==> config.mk <==
export PLATFORM = sky130hd
export DESIGN_NAME = cpu_sequencer_flat
export DESIGN_NICKNAME = d
export VERILOG_FILES = /design/src/rtl/cpu_sequencer_pkg.sv /design/src/rtl/cpu_sequencer_if.sv /design/src/rtl/cpu_branch_eval.sv /design/src/rtl/cpu_sequencer.sv /design/src/flat_wrapper.sv
export SDC_FILE = /design/constraint.sdc
export NUM_CORES = 1
export LEC_CHECK = 0
export CAP_MARGIN = 20
export CORE_MARGIN = 2
export CORE_UTILIZATION = 30
export CTS_BUF_LIST = sky130_fd_sc_hd__clkbuf_4 sky130_fd_sc_hd__clkbuf_8
export DETAILED_ROUTE_END_ITERATION = 8
export PLACE_DENSITY = 0.68
export SLEW_MARGIN = 5
export SYNTH_ARGS = -nofsm -noshare
export SYNTH_HDL_FRONTEND = slang
export SYNTH_SLANG_ARGS = --single-unit
export TNS_END_PERCENT = 50
==> constraint.sdc <==
create_clock -name clk -period 4.9 [get_ports clk]
set_clock_uncertainty 0.15 [all_clocks]
set_input_delay 0.98 -clock clk [delete_from_list [all_inputs] [get_ports clk]]
set_output_delay 0.98 -clock clk [all_outputs]
set_load 0.02 [all_outputs]
==> src/rtl/cpu_sequencer_pkg.sv <==
// Shared opcodes, flag bit indices and FSM state encodings for the CPU sequencer.
package cpu_sequencer_pkg;

  localparam logic [3:0] OPC_JMP = 4'b1000;
  localparam logic [3:0] OPC_JZ  = 4'b1001;
  localparam logic [3:0] OPC_JC  = 4'b1010;
  localparam logic [3:0] OPC_JS  = 4'b1011;
  localparam logic [3:0] OPC_HLT = 4'b1111;

  localparam int FLAG_ZF = 0;
  localparam int FLAG_SF = 1;
  localparam int FLAG_CF = 2;

  typedef logic [2:0] flags_t;

  typedef enum logic [2:0] {
    S_FETCH  = 3'd0,
    S_DECODE = 3'd1,
    S_EXEC   = 3'd2,
    S_HALT   = 3'd3,
    S_WAIT   = 3'd4
  } state_e;

  function automatic logic is_alu(input logic [3:0] opc);
    return ~opc[3];
  endfunction

endpackage

==> src/rtl/cpu_sequencer_if.sv <==
// Instruction-memory fetch bus: req/addr from the sequencer, valid/data back from memory.
interface cpu_sequencer_if #(
  parameter int PC_W  = 4,
  parameter int IMM_W = 4
);
  logic              req;
  logic [PC_W-1:0]   addr;
  logic              valid;
  logic [IMM_W+3:0]  data;

  modport master (output req, output addr, input valid, input data);
  modport slave  (input req, input addr, output valid, output data);
endinterface

==> src/rtl/cpu_branch_eval.sv <==
// Combinational branch resolution from opcode and latched ALU flags.
module cpu_branch_eval
  import cpu_sequencer_pkg::*;
(
  input  logic [3:0] opcode_i,
  input  flags_t     flags_i,
  output logic       taken_o
);

  always_comb begin
    taken_o = 1'b0;
    case (opcode_i)
      OPC_JMP: taken_o = 1'b1;
      OPC_JZ:  taken_o = flags_i[FLAG_ZF];
      OPC_JC:  taken_o = flags_i[FLAG_CF];
      OPC_JS:  taken_o = flags_i[FLAG_SF];
      default: taken_o = 1'b0;
    endcase
  end

endmodule

==> src/rtl/cpu_sequencer.sv <==
// Fetch/decode/execute sequencer: holds pc, ir and ALU flags, drives datapath controls.
// Optional single-step WAIT state enabled by CPU_SEQ_STEP_EN.
module cpu_sequencer
  import cpu_sequencer_pkg::*;
#(
  parameter int PC_W  = 4,
  parameter int IMM_W = 4
) (
  input  logic             clk,
  input  logic             rst,
  cpu_sequencer_if.master  imem,
  input  logic             alu_cf,
  input  logic             alu_sf,
  input  logic             alu_zf,
  output logic [1:0]       op,
  output logic             imm_sel,
  output logic [IMM_W-1:0] imm,
  output logic             reg_en,
  output logic             jmp_sel,
  output logic [PC_W-1:0]  pc,
  output logic             halted
`ifdef CPU_SEQ_STEP_EN
  ,
  input  logic             step
`endif
);

  state_e             state_q, state_d;
  logic [PC_W-1:0]    pc_q, pc_d;
  logic [IMM_W+3:0]   ir_q, ir_d;
  flags_t             flags_q, flags_d;

  logic [3:0]         opcode;
  logic               taken;
  logic [PC_W-1:0]    target;

  assign opcode = ir_q[IMM_W+3:IMM_W];
  assign imm    = ir_q[IMM_W-1:0];
  assign pc     = pc_q;

  // Jump target is the immediate zero-extended or truncated to the pc width.
  generate
    if (PC_W >= IMM_W) begin : g_tgt_ext
      assign target = PC_W'(ir_q[IMM_W-1:0]);
    end else begin : g_tgt_trunc
      assign target = ir_q[PC_W-1:0];
    end
  endgenerate

  cpu_branch_eval u_branch_eval (
    .opcode_i (opcode),
    .flags_i  (flags_q),
    .taken_o  (taken)
  );

  always_ff @(posedge clk) begin
    if (rst) begin
      state_q <= S_FETCH;
      pc_q    <= '0;
      ir_q    <= '0;
      flags_q <= '0;
    end else begin
      state_q <= state_d;
      pc_q    <= pc_d;
      ir_q    <= ir_d;
      flags_q <= flags_d;
    end
  end

  always_comb begin
    state_d = state_q;
    case (state_q)
      S_FETCH:  if (imem.valid) state_d = S_DECODE;
      S_DECODE: state_d = S_EXEC;
      S_EXEC: begin
        if (opcode == OPC_HLT) state_d = S_HALT;
`ifdef CPU_SEQ_STEP_EN
        else                   state_d = S_WAIT;
`else
        else                   state_d = S_FETCH;
`endif
      end
`ifdef CPU_SEQ_STEP_EN
      S_WAIT:   if (step) state_d = S_FETCH;
`else
      S_WAIT:   state_d = S_FETCH;
`endif
      S_HALT:   state_d = S_HALT;
      default:  state_d = S_FETCH;
    endcase
  end

  // Flags are latched at the end of an ALU EXEC so a following branch sees them.
  always_comb begin
    pc_d    = pc_q;
    ir_d    = ir_q;
    flags_d = flags_q;
    if (state_q == S_FETCH && imem.valid) begin
      ir_d = imem.data;
    end
    if (state_q == S_EXEC) begin
      if (is_alu(opcode)) begin
        flags_d[FLAG_CF] = alu_cf;
        flags_d[FLAG_SF] = alu_sf;
        flags_d[FLAG_ZF] = alu_zf;
      end
      if (opcode != OPC_HLT) begin
        pc_d = taken ? target : pc_q + PC_W'(1);
      end
    end
  end

  always_comb begin
    imem.req  = (state_q == S_FETCH);
    imem.addr = pc_q;
    op        = 2'b00;
    imm_sel   = 1'b0;
    reg_en    = 1'b0;
    jmp_sel   = 1'b0;
    halted    = (state_q == S_HALT);
    if ((state_q == S_DECODE || state_q == S_EXEC) && is_alu(opcode)) begin
      op      = opcode[2:1];
      imm_sel = opcode[0];
    end
    if (state_q == S_EXEC) begin
      reg_en  = is_alu(opcode);
      jmp_sel = taken;
    end
  end

endmodule

==> src/flat_wrapper.sv <==
// flat-port wrapper written by rule: the top's interface ports become plain ports
module cpu_sequencer_flat import cpu_sequencer_pkg::*;
#(
  parameter int PC_W  = 4,
  parameter int IMM_W = 4
)
  (clk, rst, alu_cf, alu_sf, alu_zf, op, imm_sel, imm, reg_en, jmp_sel, pc, halted, imem_req, imem_addr, imem_valid, imem_data);
  cpu_sequencer_if #(.PC_W(PC_W), .IMM_W(IMM_W)) imem_i ();
  input  logic clk;
  input  logic rst;
  input  logic alu_cf;
  input  logic alu_sf;
  input  logic alu_zf;
  output logic [1:0] op;
  output logic imm_sel;
  output logic [IMM_W-1:0] imm;
  output logic reg_en;
  output logic jmp_sel;
  output logic [PC_W-1:0] pc;
  output logic halted;
  output wire logic [$bits(imem_i.req)-1:0] imem_req;
  output wire logic [$bits(imem_i.addr)-1:0] imem_addr;
  input wire logic [$bits(imem_i.valid)-1:0] imem_valid;
  input wire logic [$bits(imem_i.data)-1:0] imem_data;
  assign imem_req = imem_i.req;
  assign imem_addr = imem_i.addr;
  assign imem_i.valid = imem_valid;
  assign imem_i.data = imem_data;
  cpu_sequencer #(.PC_W(PC_W), .IMM_W(IMM_W)) u_core (.clk(clk), .rst(rst), .imem(imem_i), .alu_cf(alu_cf), .alu_sf(alu_sf), .alu_zf(alu_zf), .op(op), .imm_sel(imm_sel), .imm(imm), .reg_en(reg_en), .jmp_sel(jmp_sel), .pc(pc), .halted(halted));
endmodule
# After elaboration in Yosys (flattened, before gate mapping)
# Index checks and enable logic that the tools add are counted.
dict set report word_totals {
  ff_bits 18
  in_bits 14
  wordCells 31
}
dict set report op_classes {
  n_addsub 1
  n_eq_ne 10
  n_mux 9
  bitwise_logic 1
  reduce_logical 6
}
# op count
set op_table {}
lappend op_table {{$eq A4 B4 Y1 const B} 5}
lappend op_table {{$pmux W3 S4} 1}
lappend op_table {{$eq A3 B2 Y1 const B} 2}
lappend op_table {{$add A4 B1 Y4 const B} 1}
lappend op_table {{$mux W2} 2}
lappend op_table {{$mux W4} 1}
lappend op_table {{$ne A4 B4 Y1 const B} 1}
lappend op_table {{$pmux W1 S4} 1}
lappend op_table {{$reduce_and A2 Y1} 2}
lappend op_table {{$eq A3 B1 Y1 const B} 1}
lappend op_table {{$logic_not A3 Y1} 1}
lappend op_table {{$mux W1} 3}
lappend op_table {{$mux W3} 1}
lappend op_table {{$logic_and A1 B1 Y1} 2}
lappend op_table {{$ne A2 B1 Y1 const B} 1}
lappend op_table {{$logic_or A1 B1 Y1} 1}
lappend op_table {{$not A1 Y1} 1}

# Logic depth before layout (Yosys ltp)
dict set report logic_depth {
  ltp_word 4
  ltp_mapped 6
}

# By module
# A second synthesis with hierarchy kept.
dict set report unflattened {
  cells_unflattened 109
  area_unflattened_um2 939.7
}
# module instances cells_per_inst area_per_inst_um2 seq_area_each_um2
set by_module_without_submodules {}
lappend by_module_without_submodules {cpu_sequencer 1 105 898.4 340.3}
lappend by_module_without_submodules {cpu_branch_eval 1 4 41.3 0.0}

# Least setup slack after synthesis
# Ideal clock, no wire load.
dict set report synth_path {
  path_type {flip-flop to output port}
  startpoint {register u_core.ir_q[5]}
  endpoint {output port jmp_sel}
  arrival_ps 1267
  path_slack_ps 2503
  path_stages_with_launch 4
  n_path_buf 0
  path_cell_list {dfxtp_1 > mux2i_1 > a2111oi_4 > and2_2}
}
dict set report synth_between {
  elab_chain_cells 3
  elab_cells_between_ends 6
  classes_between {4 x eq/ne; 2 x mux}
}
# element line
set synth_lines {}
lappend synth_lines {{start, declared} cpu_sequencer.sv:30} ;# logic [IMM_W+3:0] ir_q, ir_d;
lappend synth_lines {{start signal, assigned} cpu_sequencer.sv:65} ;# ir_q <= ir_d;
lappend synth_lines {{$eq A4 B4 Y1} cpu_branch_eval.sv:12} ;# case (opcode_i)
lappend synth_lines {{$pmux W1 S4 *} cpu_branch_eval.sv:12}
lappend synth_lines {{$mux W1 *} cpu_sequencer.sv:125} ;# if (state_q == S_EXEC) begin
lappend synth_lines {{end, declared} flat_wrapper.sv:18} ;# output logic jmp_sel;
# Every way passes the cells marked *; elsewhere a longest branch is shown, timed or not.

# Worst setup path after layout
# Same ends and word-level chain as after synthesis.

==> results.json <==
{
  "first_pass_iters": 4,
  "clk_pin_slew_worst_paths_ns": 0.10,
  "grt_max_degree": 18,
  "synthCells": 108,
  "final_hold_viol_count": 0,
  "crit_required_ns": 3.77,
  "totalNegativeSetupSlack_ns": 0,
  "antenna_left": 0,
  "postCtsHoldBufs": 0,
  "max-slew-margin-rel": 0.545,
  "h-tree-depth": 1,
  "grt_pass1_wl_um": 3460,
  "port_buffers": 32,
  "finalMaxSlewViolations": 0,
  "synth.avg_cell_area_um2": 8.54,
  "path_depth": 4,
  "mostFrequentLayoutCells": "32 x clkdlybuf4s50_1, 17 x dfxtp_1, 13 x nand2_1",
  "diodes": 0,
  "grt_overflow_total": 0,
  "ff_latch_area_um2": 340,
  "grt_pass1_vias": 789,
  "multi_input_area_um2": 488,
  "drv_cap": 0,
  "wl_per_cell_um": 13.1,
  "drc": 0,
  "ir_worst_vdd_mv": 0.0794,
  "cp-end-kind": "output pin",
  "pwr-share-comb": 0.258,
  "die-width_um": 59.4,
  "rr_startpoint": "u_core.ir_q[5]",
  "max_freq_mhz": 295,
  "period_share": 0.691,
  "fill_cells": 300,
  "crit_family": "compound AO/OA/AOI/OAI gates",
  "insertion_delay_ns": 0.29,
  "yosys_warnings": 0,
  "dp.cells": 161,
  "cts_buffers": 3,
  "worstMarginPinSlew_ns": 0.680,
  "cp.arrival_ns": 2.25,
  "root_buffer": "clkbuf_4",
  "rsz0062_at_grt": "no",
  "crit_path_start_kind": "register",
  "rr_worst_depth": 4,
  "p_int_mw": 0.225,
  "std_cell_rows": 20,
  "syn_to_final_growth_pct": 34.3,
  "crit_type": "register to output pin",
  "die-area_um2": 3530,
  "cts_tree": "built",
  "final_common_cell": "clkdlybuf4s50_1",
  "synth_seq_cells": 17,
  "power.density_nw_per_um2": 260,
  "cts.sinks": 17,
  "ioPinCount": 33,
  "drive_gt1_frac": 0.0833,
  "synthesis.area_um2": 922,
  "power_frac_clock": 0.253,
  "gp_congestion": 0.779,
  "ys_types": 29,
  "fp.coreArea_um2": 2980,
  "vias_per_cell": 5.12,
  "start_util": 0.310,
  "clock_path_buffers": 2,
  "p_leak_nw": 0.435,
  "crit_start": "u_core.ir_q[5]",
  "power_mw": 0.322,
  "slowest_stage": "a2111oi_4",
  "slowest_delay_ns": 0.60,
  "pwr-share-seq": 0.489,
  "track_usage": 0.129,
  "seq_area_frac_synth": 0.369,
  "path_max_fanout": 9,
  "vias": 844,
  "synth_fp_nets": 127,
  "wl_um": 2160,
  "setup_viol": 0,
  "crit_path_end": "jmp_sel",
  "post_cts_buffers": 0,
  "status": "finished clean",
  "die_y_um": 59.4,
  "dpl.hpwl_um": 1650,
  "switchingPower_mw": 0.0977,
  "switching_share": 0.303,
  "hold_class": "register to register",
  "drtIter0Drc": 33,
  "crit_buf_inv": 1,
  "fin_util": 0.416,
  "stdcell_count": 165,
  "period_needed_ns": 3.38,
  "r2r_setup_slack_ns": 3.11,
  "crit_chain": "mux2i_1, a2111oi_4, and2_2, clkdlybuf4s50_1",
  "fin_nets": 152,
  "antenna_found_initial": 0,
  "ctsResizeCount": 0,
  "worstReg2RegEnd": "u_core.imem.addr[1]"
}
## how the worst min path moves through the flow
| stage | cells past startpoint | from | end |
|---|---|---|---|
| 6_report | 2 | u_core.ir_q[1] | u_core.ir_q[1] |
| 5_1_grt | 2 | u_core.ir_q[0] | u_core.ir_q[0] |
| 4_1_cts | 2 | u_core.ir_q[1] | u_core.ir_q[1] |
| 3_5_place_dp | 2 | u_core.ir_q[1] | u_core.ir_q[1] |
| 3_3_place_gp | 2 | u_core.ir_q[1] | u_core.ir_q[1] |
| 2_1_floorplan | 2 | u_core.ir_q[1] | u_core.ir_q[1] |
## cell usage after synthesis
master	n	area, um^2
and2_1	3	18.8
nand3_1	11	55.1
mux2i_1	5	50.1
o21bai_1	1	7.51
a211oi_2	1	12.5
o22ai_1	1	6.26
a21o_2	1	8.76
inv_1	5	18.8
or3_2	1	7.51
a31oi_1	4	25.0
ha_1	5	62.6
nand2_1	13	48.8
nor2b_1	1	6.26
dfxtp_1	17	340
nand4_1	1	6.26
clkbuf_1	4	15.0
or4_1	1	7.51
nor3b_2	1	12.5
nand3b_1	1	7.51
a21boi_0	1	7.51
and2_2	2	15.0
o21ai_0	1	5.00
nor2_1	5	18.8
a21oi_1	10	50.1
nand4b_1	1	8.76
nand2b_1	1	6.26
or3_1	1	6.26
buf_4	8	60.1
a2111oi_4	1	27.5
## per-layer routing
metal / GRT usage / share of wire / routed length (um)
met5: 0 / 0 / 0
met4: 0.0552 / 0.0055 / 12
met3: 0.0175 / 0.041 / 88
met2: 0.228 / 0.51 / 1110
met1: 0.154 / 0.44 / 950
## layout make-up
cell class,count,area share
Multi-Input combinational cell,74,0.394
Sequential cell,17,0.275
Timing Repair Buffer,32,0.259
Tap cell,33,0.0333
Clock buffer,4,0.0242
Inverter,5,0.0152
## flip-flops by register name, summed over array words and instances, names as in the netlist
name	cells
u_core.ir_q	8
u_core.flags_q	3
u_core.imem.addr	4
u_core.state_q	2
## metrics by stage
step | cell area, um^2 | hold slack, ns | setup WS, ns
floorplan | 922 | 0.299 | 2.50
global placement | 1210 | 0.319 | 1.88
detailed placement | 1210 | 0.322 | 1.83
CTS | 1240 | 0.336 | 1.50
global route | 1240 | 0.373 | 1.38
finish | 1240 | 0.329 | 1.52
## kinds of logic after synthesis
kind of cell / after synthesis / synth area share
AOI/OAI and AO/OA: 21 / 0.163
adders and majority gates: 5 / 0.0678
and+or+nand+nor: 43 / 0.244
buffers and inverters: 17 / 0.102
DFF: 17 / 0.369
muxes: 5 / 0.0543
## power by group through the flow
stage | Sequential, mW | Combinational, mW | Clock, mW
after floorplan | 0.160 | 0.0520 | 0
after global placement | 0.160 | 0.0829 | 0
after detailed placement | 0.161 | 0.0837 | 0
after CTS | 0.158 | 0.0841 | 0.0841
after global routing | 0.159 | 0.0921 | 0.0856
final | 0.158 | 0.0832 | 0.0816
## worst min-delay path, stage by stage (launching register included)
cell	delay (ns)
dfxtp_1	0.33
nand2_1	0.06
a21oi_1	0.05
No activity file was read; power rests on OpenSTA's default activity.
